==> src/rtl/pipe_stage_skid_if.sv <==
// Valid/ready handshake bundle between two pipeline stages.
// The stage register uses the slave view; the upstream/downstream driver uses the master view.
interface pipe_stage_skid_if #(
  parameter int DATA_W = 32,
  parameter int PC_W   = 32,
  parameter int TNEW_W = 2
);
  logic              in_valid;
  logic              in_ready;
  logic [PC_W-1:0]   in_pc;
  logic [TNEW_W-1:0] in_tnew;
  logic [DATA_W-1:0] in_data;
  logic              out_valid;
  logic              out_ready;
  logic [PC_W-1:0]   out_pc;
  logic [TNEW_W-1:0] out_tnew;
  logic [DATA_W-1:0] out_data;

  modport slave (
    input  in_valid, in_pc, in_tnew, in_data, out_ready,
    output in_ready, out_valid, out_pc, out_tnew, out_data
  );

  modport master (
    output in_valid, in_pc, in_tnew, in_data, out_ready,
    input  in_ready, out_valid, out_pc, out_tnew, out_data
  );
endinterface

==> src/rtl/pipe_stage_skid.sv <==
// Inter-stage pipeline register with a one-entry skid buffer, flush-to-bubble
// and saturating Tnew decrement. Stalls appear upstream only as in_ready=0.
module pipe_stage_skid #(
  parameter int              DATA_W   = 32,
  parameter int              PC_W     = 32,
  parameter logic [PC_W-1:0] PC_RST   = PC_W'(32'h3000),
  parameter int              TNEW_W   = 2,
  parameter bit              TNEW_DEC = 1'b1
) (
  input  logic                clk,
  input  logic                rst_n,
  input  logic                flush,
  pipe_stage_skid_if.slave    bus,
  output logic [1:0]          occ
);

  function automatic logic [TNEW_W-1:0] tnew_capture(input logic [TNEW_W-1:0] t);
    if (!TNEW_DEC) begin
      return t;
    end else if (t == {TNEW_W{1'b0}}) begin
      return {TNEW_W{1'b0}};
    end else begin
      return t - TNEW_W'(1);
    end
  endfunction

  logic              main_v_r, skid_v_r;
  logic [PC_W-1:0]   main_pc_r, skid_pc_r;
  logic [TNEW_W-1:0] main_tnew_r, skid_tnew_r;
  logic [DATA_W-1:0] main_data_r, skid_data_r;
  logic [1:0]        occ_r;

  logic              main_v_s, skid_v_s;
  logic [PC_W-1:0]   main_pc_s, skid_pc_s;
  logic [TNEW_W-1:0] main_tnew_s, skid_tnew_s;
  logic [DATA_W-1:0] main_data_s, skid_data_s;
  logic [1:0]        occ_s;
  logic              acc_s, pop_s;
  logic [TNEW_W-1:0] in_tnew_s;

  // Next-state selection for the main and skid entries
  always_comb begin
    acc_s       = bus.in_valid & ~skid_v_r;
    pop_s       = main_v_r & bus.out_ready;
    in_tnew_s   = tnew_capture(bus.in_tnew);
    main_v_s    = main_v_r;
    main_pc_s   = main_pc_r;
    main_tnew_s = main_tnew_r;
    main_data_s = main_data_r;
    skid_v_s    = skid_v_r;
    skid_pc_s   = skid_pc_r;
    skid_tnew_s = skid_tnew_r;
    skid_data_s = skid_data_r;
    if (flush) begin
      // out_pc keeps its last value; payload is cleared so the bubble is a nop
      main_v_s    = 1'b0;
      main_tnew_s = {TNEW_W{1'b0}};
      main_data_s = {DATA_W{1'b0}};
      skid_v_s    = 1'b0;
      skid_tnew_s = {TNEW_W{1'b0}};
      skid_data_s = {DATA_W{1'b0}};
    end else if (!main_v_r) begin
      if (acc_s) begin
        main_v_s    = 1'b1;
        main_pc_s   = bus.in_pc;
        main_tnew_s = in_tnew_s;
        main_data_s = bus.in_data;
      end else begin
        main_v_s    = 1'b0;
      end
    end else if (pop_s) begin
      if (skid_v_r) begin
        // skid is always older than anything upstream, so it goes first
        main_pc_s   = skid_pc_r;
        main_tnew_s = skid_tnew_r;
        main_data_s = skid_data_r;
        skid_v_s    = 1'b0;
      end else if (acc_s) begin
        main_pc_s   = bus.in_pc;
        main_tnew_s = in_tnew_s;
        main_data_s = bus.in_data;
      end else begin
        main_v_s    = 1'b0;
        main_tnew_s = {TNEW_W{1'b0}};
        main_data_s = {DATA_W{1'b0}};
      end
    end else begin
      if (acc_s) begin
        skid_v_s    = 1'b1;
        skid_pc_s   = bus.in_pc;
        skid_tnew_s = in_tnew_s;
        skid_data_s = bus.in_data;
      end else begin
        skid_v_s    = skid_v_r;
      end
    end
    occ_s = {1'b0, main_v_s} + {1'b0, skid_v_s};
  end

  // State registers; reset overrides flush and incoming data
  always_ff @(posedge clk) begin
    if (!rst_n) begin
      main_v_r    <= 1'b0;
      main_pc_r   <= PC_RST;
      main_tnew_r <= {TNEW_W{1'b0}};
      main_data_r <= {DATA_W{1'b0}};
      skid_v_r    <= 1'b0;
      skid_pc_r   <= PC_RST;
      skid_tnew_r <= {TNEW_W{1'b0}};
      skid_data_r <= {DATA_W{1'b0}};
      occ_r       <= 2'd0;
    end else begin
      main_v_r    <= main_v_s;
      main_pc_r   <= main_pc_s;
      main_tnew_r <= main_tnew_s;
      main_data_r <= main_data_s;
      skid_v_r    <= skid_v_s;
      skid_pc_r   <= skid_pc_s;
      skid_tnew_r <= skid_tnew_s;
      skid_data_r <= skid_data_s;
      occ_r       <= occ_s;
    end
  end

  assign bus.in_ready  = ~skid_v_r;
  assign bus.out_valid = main_v_r;
  assign bus.out_pc    = main_pc_r;
  assign bus.out_tnew  = main_tnew_r;
  assign bus.out_data  = main_data_r;
  assign occ           = occ_r;

endmodule

==> src/flat_wrapper.sv <==
// flat-port wrapper written by rule: the top's interface ports become plain ports
module pipe_stage_skid_flat 
#(
  parameter int              DATA_W   = 32,
  parameter int              PC_W     = 32,
  parameter logic [PC_W-1:0] PC_RST   = PC_W'(32'h3000),
  parameter int              TNEW_W   = 2,
  parameter bit              TNEW_DEC = 1'b1
)
  (clk, rst_n, flush, occ, bus_in_valid, bus_in_pc, bus_in_tnew, bus_in_data, bus_out_ready, bus_in_ready, bus_out_valid, bus_out_pc, bus_out_tnew, bus_out_data);
  pipe_stage_skid_if #(.DATA_W(DATA_W), .PC_W(PC_W), .TNEW_W(TNEW_W)) bus_i ();
  input  logic clk;
  input  logic rst_n;
  input  logic flush;
  output logic [1:0] occ;
  input wire logic [$bits(bus_i.in_valid)-1:0] bus_in_valid;
  input wire logic [$bits(bus_i.in_pc)-1:0] bus_in_pc;
  input wire logic [$bits(bus_i.in_tnew)-1:0] bus_in_tnew;
  input wire logic [$bits(bus_i.in_data)-1:0] bus_in_data;
  input wire logic [$bits(bus_i.out_ready)-1:0] bus_out_ready;
  output wire logic [$bits(bus_i.in_ready)-1:0] bus_in_ready;
  output wire logic [$bits(bus_i.out_valid)-1:0] bus_out_valid;
  output wire logic [$bits(bus_i.out_pc)-1:0] bus_out_pc;
  output wire logic [$bits(bus_i.out_tnew)-1:0] bus_out_tnew;
  output wire logic [$bits(bus_i.out_data)-1:0] bus_out_data;
  assign bus_i.in_valid = bus_in_valid;
  assign bus_i.in_pc = bus_in_pc;
  assign bus_i.in_tnew = bus_in_tnew;
  assign bus_i.in_data = bus_in_data;
  assign bus_i.out_ready = bus_out_ready;
  assign bus_in_ready = bus_i.in_ready;
  assign bus_out_valid = bus_i.out_valid;
  assign bus_out_pc = bus_i.out_pc;
  assign bus_out_tnew = bus_i.out_tnew;
  assign bus_out_data = bus_i.out_data;
  pipe_stage_skid #(.DATA_W(DATA_W), .PC_W(PC_W), .PC_RST(PC_RST), .TNEW_W(TNEW_W), .TNEW_DEC(TNEW_DEC)) u_core (.clk(clk), .rst_n(rst_n), .flush(flush), .bus(bus_i), .occ(occ));
endmodule
==> config.mk <==
export PLATFORM = sky130hd
export DESIGN_NAME = pipe_stage_skid_flat
export DESIGN_NICKNAME = d
export VERILOG_FILES = /design/src/rtl/pipe_stage_skid_if.sv /design/src/rtl/pipe_stage_skid.sv /design/src/flat_wrapper.sv
export SDC_FILE = /design/constraint.sdc
export NUM_CORES = 1
export LEC_CHECK = 0
export ABC_AREA = 1
export BUFFER_PORTS_ARGS = -buffer_cell sky130_fd_sc_hd__buf_4
export CORE_ASPECT_RATIO = 0.5
export CORE_MARGIN = 2
export CORE_UTILIZATION = 41
export DETAILED_ROUTE_END_ITERATION = 8
export GPL_ROUTABILITY_DRIVEN = 0
export PLACE_DENSITY = 0.69
export SYNTH_ARGS = -nofsm -noshare
export SYNTH_HDL_FRONTEND = slang
export SYNTH_SLANG_ARGS = --single-unit
==> constraint.sdc <==
create_clock -name clk -period 2.1 [get_ports clk]
set_clock_uncertainty 0.15 [all_clocks]
set_input_delay 0.42 -clock clk [delete_from_list [all_inputs] [get_ports clk]]
set_output_delay 0.42 -clock clk [all_outputs]
set_load 0.01 [all_outputs]
==> flow_summary_export.csv <==
group,metric,value,unit
run_status,outcome,"finished, final reports clean",
layout,instances_no_fill,1364,
global_routing,met3_use_gr,3.26,%
global_routing,global_route.usage.total,18.5,%
synth,ys_dominant_reg_cell,"sky130_fd_sc_hd__dfxtp_1",
global_routing,grt_start_max_net_pins,69,
routing,routed-via-count,6130,
critical_path,reg2reg_from,"u_core.skid_v_r",
cts,cts.path.max_buffers,2,
sta,slew_at_the_pin_closest_to_its_max_slew_limit,0.672,ns
synth,synthesis.instances,1029,
critical_path,r2r_end,"u_core.skid_pc_r[0]",
pwr,power.switching_fraction,25.4,%
pwr,power_report.internal_total,0.00491,W
synth,yosys.area.top_type,"sky130_fd_sc_hd__dfxtp_1",
synth,synth_area_leaders,"sky130_fd_sc_hd__dfxtp_1 42%, sky130_fd_sc_hd__nand2_1 18%, sky130_fd_sc_hd__nor2_1 15%",
routing,postRouteWirelength,15700,µm
synth,netlist-cell-type-count,24,
cts,cts_num_sinks,136,
cts,htree_num_levels,4,
critical_path,crit_required,2.24,ns
synth,synth_edf_count,0,
critical_path,reg2reg_setup_slack,0.29,ns
pwr,comb_power_share,12.1,%
global_routing,grt_pass1_wl,25900,µm
sta,rsz_0062_raised_after_global_routing,"no",
cts,worst_setup_hold_path_clk_slew,0.06,ns
critical_path,cp.arrival,1.95,ns
sta,finalCriticalPeriod,1.81,ns
floorplan,core_region_area,15300,µm²
synth,ys_seq_elements,136,
cts,numCtsBuffers,17,
synth,post-synth-top-count-cell,"sky130_fd_sc_hd__nand2_1",
pwr,power.sequential.fraction,41.5,%
critical_path,critPathKind,"register to register",
global_routing,grt.met1_usage,23.7,%
routing,antenna_violating_nets_post_route,0,
global_routing,grt-ovfl-total,0,
synth,ys_top_cells_by_count,"312 x sky130_fd_sc_hd__nand2_1, 250 x sky130_fd_sc_hd__nor2_1, 136 x sky130_fd_sc_hd__dfxtp_1",
sta,relative_max_transition_margin,55.2,%
critical_path,largest_fanout_on_the_critical_path,62,
cts,cts.root.buffer_cell,"sky130_fd_sc_hd__clkbuf_16",
synth,postSynthNetCount,1101,
layout,diodes,0,
global_routing,grtUsageMet2,32.2,%
synth,yosys_warnings,0,
critical_path,worst_setup_path_end_kind,"register",
layout,layout-drive-gt1-share,18.0,%
cts,cts_tree,"built",
synth,synth_async_sr_flop_share,0,%
cts,clock_network_latency_to_the_later_pin_of_the_worst_skew_pair,0.40,ns
layout,postLayoutCellArea,8210,µm²
layout,design.final.nets,1219,
synth,synth.top_cell.area_share,42.5,%
sta,timing.final.crit_share,86.1,%
synth,mappedNetlistArea,6410,µm²
pwr,ir_worst_vdd,0.536,mV
sta,setup_viol_count_final,0,
routing,drt_drc,0,
layout,nFillCells,1504,
synth,synth.yosys.seq_area_share,42.5,%
floorplan,die_w,181,µm
cts,cts_resized,0,
pwr,total_leakage_power,4.21,nW
sta,final-max-slew-violation-count,0,
sta,hold_viol,0,
floorplan,initial_core_util,41.8,%
job,maxCapViolations,0,
layout,growth_of_design_area_from_synthesis_to_finish,28.1,%
pwr,power.density,802,nW/µm²
hold_path,whs_endpoint,"u_core.skid_data_r[25]",
global_routing,top_usage_layer,"met2",
critical_path,ff2ff_path_depth,8,
place,place.port_buffers,140,
floorplan,io-pin-count,141,
critical_path,timing.critical_path.from_type,"register",
synth,synth_area_per_cell,6.23,µm²
routing,wire_per_inst,11.5,µm
pwr,p_switching,0.00168,W
routing,drt_pre_antenna_iters,4,
global_routing,grt_pass1_vias,5518,
pwr,share_clk_of_total_power,46.4,%
floorplan,floorplan.die_area,16700,µm²
routing,vias_per_cell,4.49,
cts,quantity_of_hold_fixing_buffers_added_after_cts,0,
global_routing,grt_antenna_before_repair,0,
layout,multi_input_combinational_cell_area,2840,µm²
place,dpl.cell_count,1332,
hold_path,hold_path_startpoint,"bus_in_data[25]",
sta,fmax,0.553,GHz
floorplan,fp-row-count,32,
place,pre_cts_ws,0.321,ns
place,postPlaceCellArea,7610,µm²
hold_path,min-delay-path-class,"input port to register",
sta,fin_tns_setup,0,ns
sta,setup_slack,0.291,ns
place,post-dp-hpwl,10000,µm
hold_path,worst_hold_path.num_cells,3,
floorplan,die-height,92.4,µm
routing,first_iter_violations,363,
cts,cts_setup_buffers,0,
layout,register_area,2720,µm²
## power groups by stage
stage | combinational [W] | clock (W) | sequential (W)
6_report | 0.000800 | 0.00306 | 0.00273
5_1_grt | 0.000899 | 0.00324 | 0.00274
4_1_cts | 0.000808 | 0.00312 | 0.00273
3_5_place_dp | 0.000805 | 0 | 0.00279
3_3_place_gp | 0.000795 | 0 | 0.00279
2_1_floorplan | 0.000429 | 0 | 0.00281
## per-stage QoR
stage	utilization (%)	power, W	hold slack [ns]
detailed placement	49.6	0.00359	0.322
finish	53.6	0.00659	0.120
CTS	53.6	0.00666	0.107
global placement	49.6	0.00358	0.308
global route	53.6	0.00688	0.107
floorplan	-	0.00324	0.292
## cells in the final DEF, fill, tap and decap left out
master	count
sky130_fd_sc_hd__nand2_2	5
sky130_fd_sc_hd__nor2_2	2
sky130_fd_sc_hd__clkbuf_1	1
sky130_fd_sc_hd__nand3_1	62
sky130_fd_sc_hd__buf_12	7
sky130_fd_sc_hd__dfxtp_1	136
sky130_fd_sc_hd__inv_2	7
sky130_fd_sc_hd__nor3_1	2
sky130_fd_sc_hd__nor2_4	2
sky130_fd_sc_hd__inv_6	3
sky130_fd_sc_hd__o21ai_2	1
sky130_fd_sc_hd__inv_1	131
sky130_fd_sc_hd__clkbuf_16	17
sky130_fd_sc_hd__buf_4	151
sky130_fd_sc_hd__nor4_1	1
sky130_fd_sc_hd__nand2_4	2
sky130_fd_sc_hd__clkinv_4	1
sky130_fd_sc_hd__nor2_1	249
sky130_fd_sc_hd__nor2_8	1
sky130_fd_sc_hd__ha_1	1
sky130_fd_sc_hd__clkinvlp_4	5
sky130_fd_sc_hd__bufinv_16	3
sky130_fd_sc_hd__a21oi_1	22
sky130_fd_sc_hd__nand2_1	312
sky130_fd_sc_hd__o21ai_0	32
sky130_fd_sc_hd__clkinv_2	2
sky130_fd_sc_hd__o21ai_1	2
## state kept, by name, indices dropped and copies added, names as in the netlist
signal                flops
u_core.skid_pc_r         32
u_core.occ                2
u_core.skid_tnew_r        2
u_core.bus.out_valid      1
u_core.skid_v_r           1
u_core.bus.out_data      32
u_core.bus.out_tnew       2
u_core.skid_data_r       32
u_core.bus.out_pc        32
## routing by layer
| layer | vias to the layer above | part of all wire (%) |
|---|---|---|
| li1 | 3278 | - |
| met1 | 2714 | 46 |
| met2 | 118 | 48 |
| met3 | 20 | 4.2 |
| met4 | 0 | 1.2 |
| met5 | - | 0 |
## final cells by class
type / instances / share of cell area (%)
repair buffers: 158 / 15.5
flip-flops and latches: 136 / 33.1
clock inverters: 14 / 2.10
multi-input cells: 696 / 34.6
inverters: 138 / 6.31
well taps: 204 / 3.11
clock buffers: 18 / 5.22
## worst max-delay path, stage by stage (launching register included)
cell and delay (ns):
sky130_fd_sc_hd__dfxtp_1 0.36, sky130_fd_sc_hd__buf_4 0.22, sky130_fd_sc_hd__nor2_2 0.23, sky130_fd_sc_hd__nand2_2 0.14
sky130_fd_sc_hd__nor2_8 0.11, sky130_fd_sc_hd__buf_12 0.25, sky130_fd_sc_hd__nand2_1 0.09, sky130_fd_sc_hd__nand2_1 0.07
sky130_fd_sc_hd__nor2_1 0.05
## logic make-up (layout without fill, tap and decap cells)
logic type,count (synthesis),in the layout,share of synthesized area (%)
simple gates,638,638,39.5
flops,136,136,42.5
buf+inv,197,328,13.3
compound gates,57,57,4.51
fa+ha+maj,1,1,0.195
## worst max path at each step
stage	from	end
floorplan	u_core.bus.out_valid	u_core.occ[0]
global placement	u_core.skid_v_r	u_core.skid_pc_r[30]
detailed placement	u_core.bus.out_valid	u_core.bus.out_pc[17]
CTS	u_core.bus.out_valid	u_core.bus.out_pc[17]
global route	u_core.bus.out_valid	u_core.bus.out_pc[19]
finish	u_core.skid_v_r	u_core.skid_pc_r[0]
No activity file was read; power rests on OpenSTA's default activity.
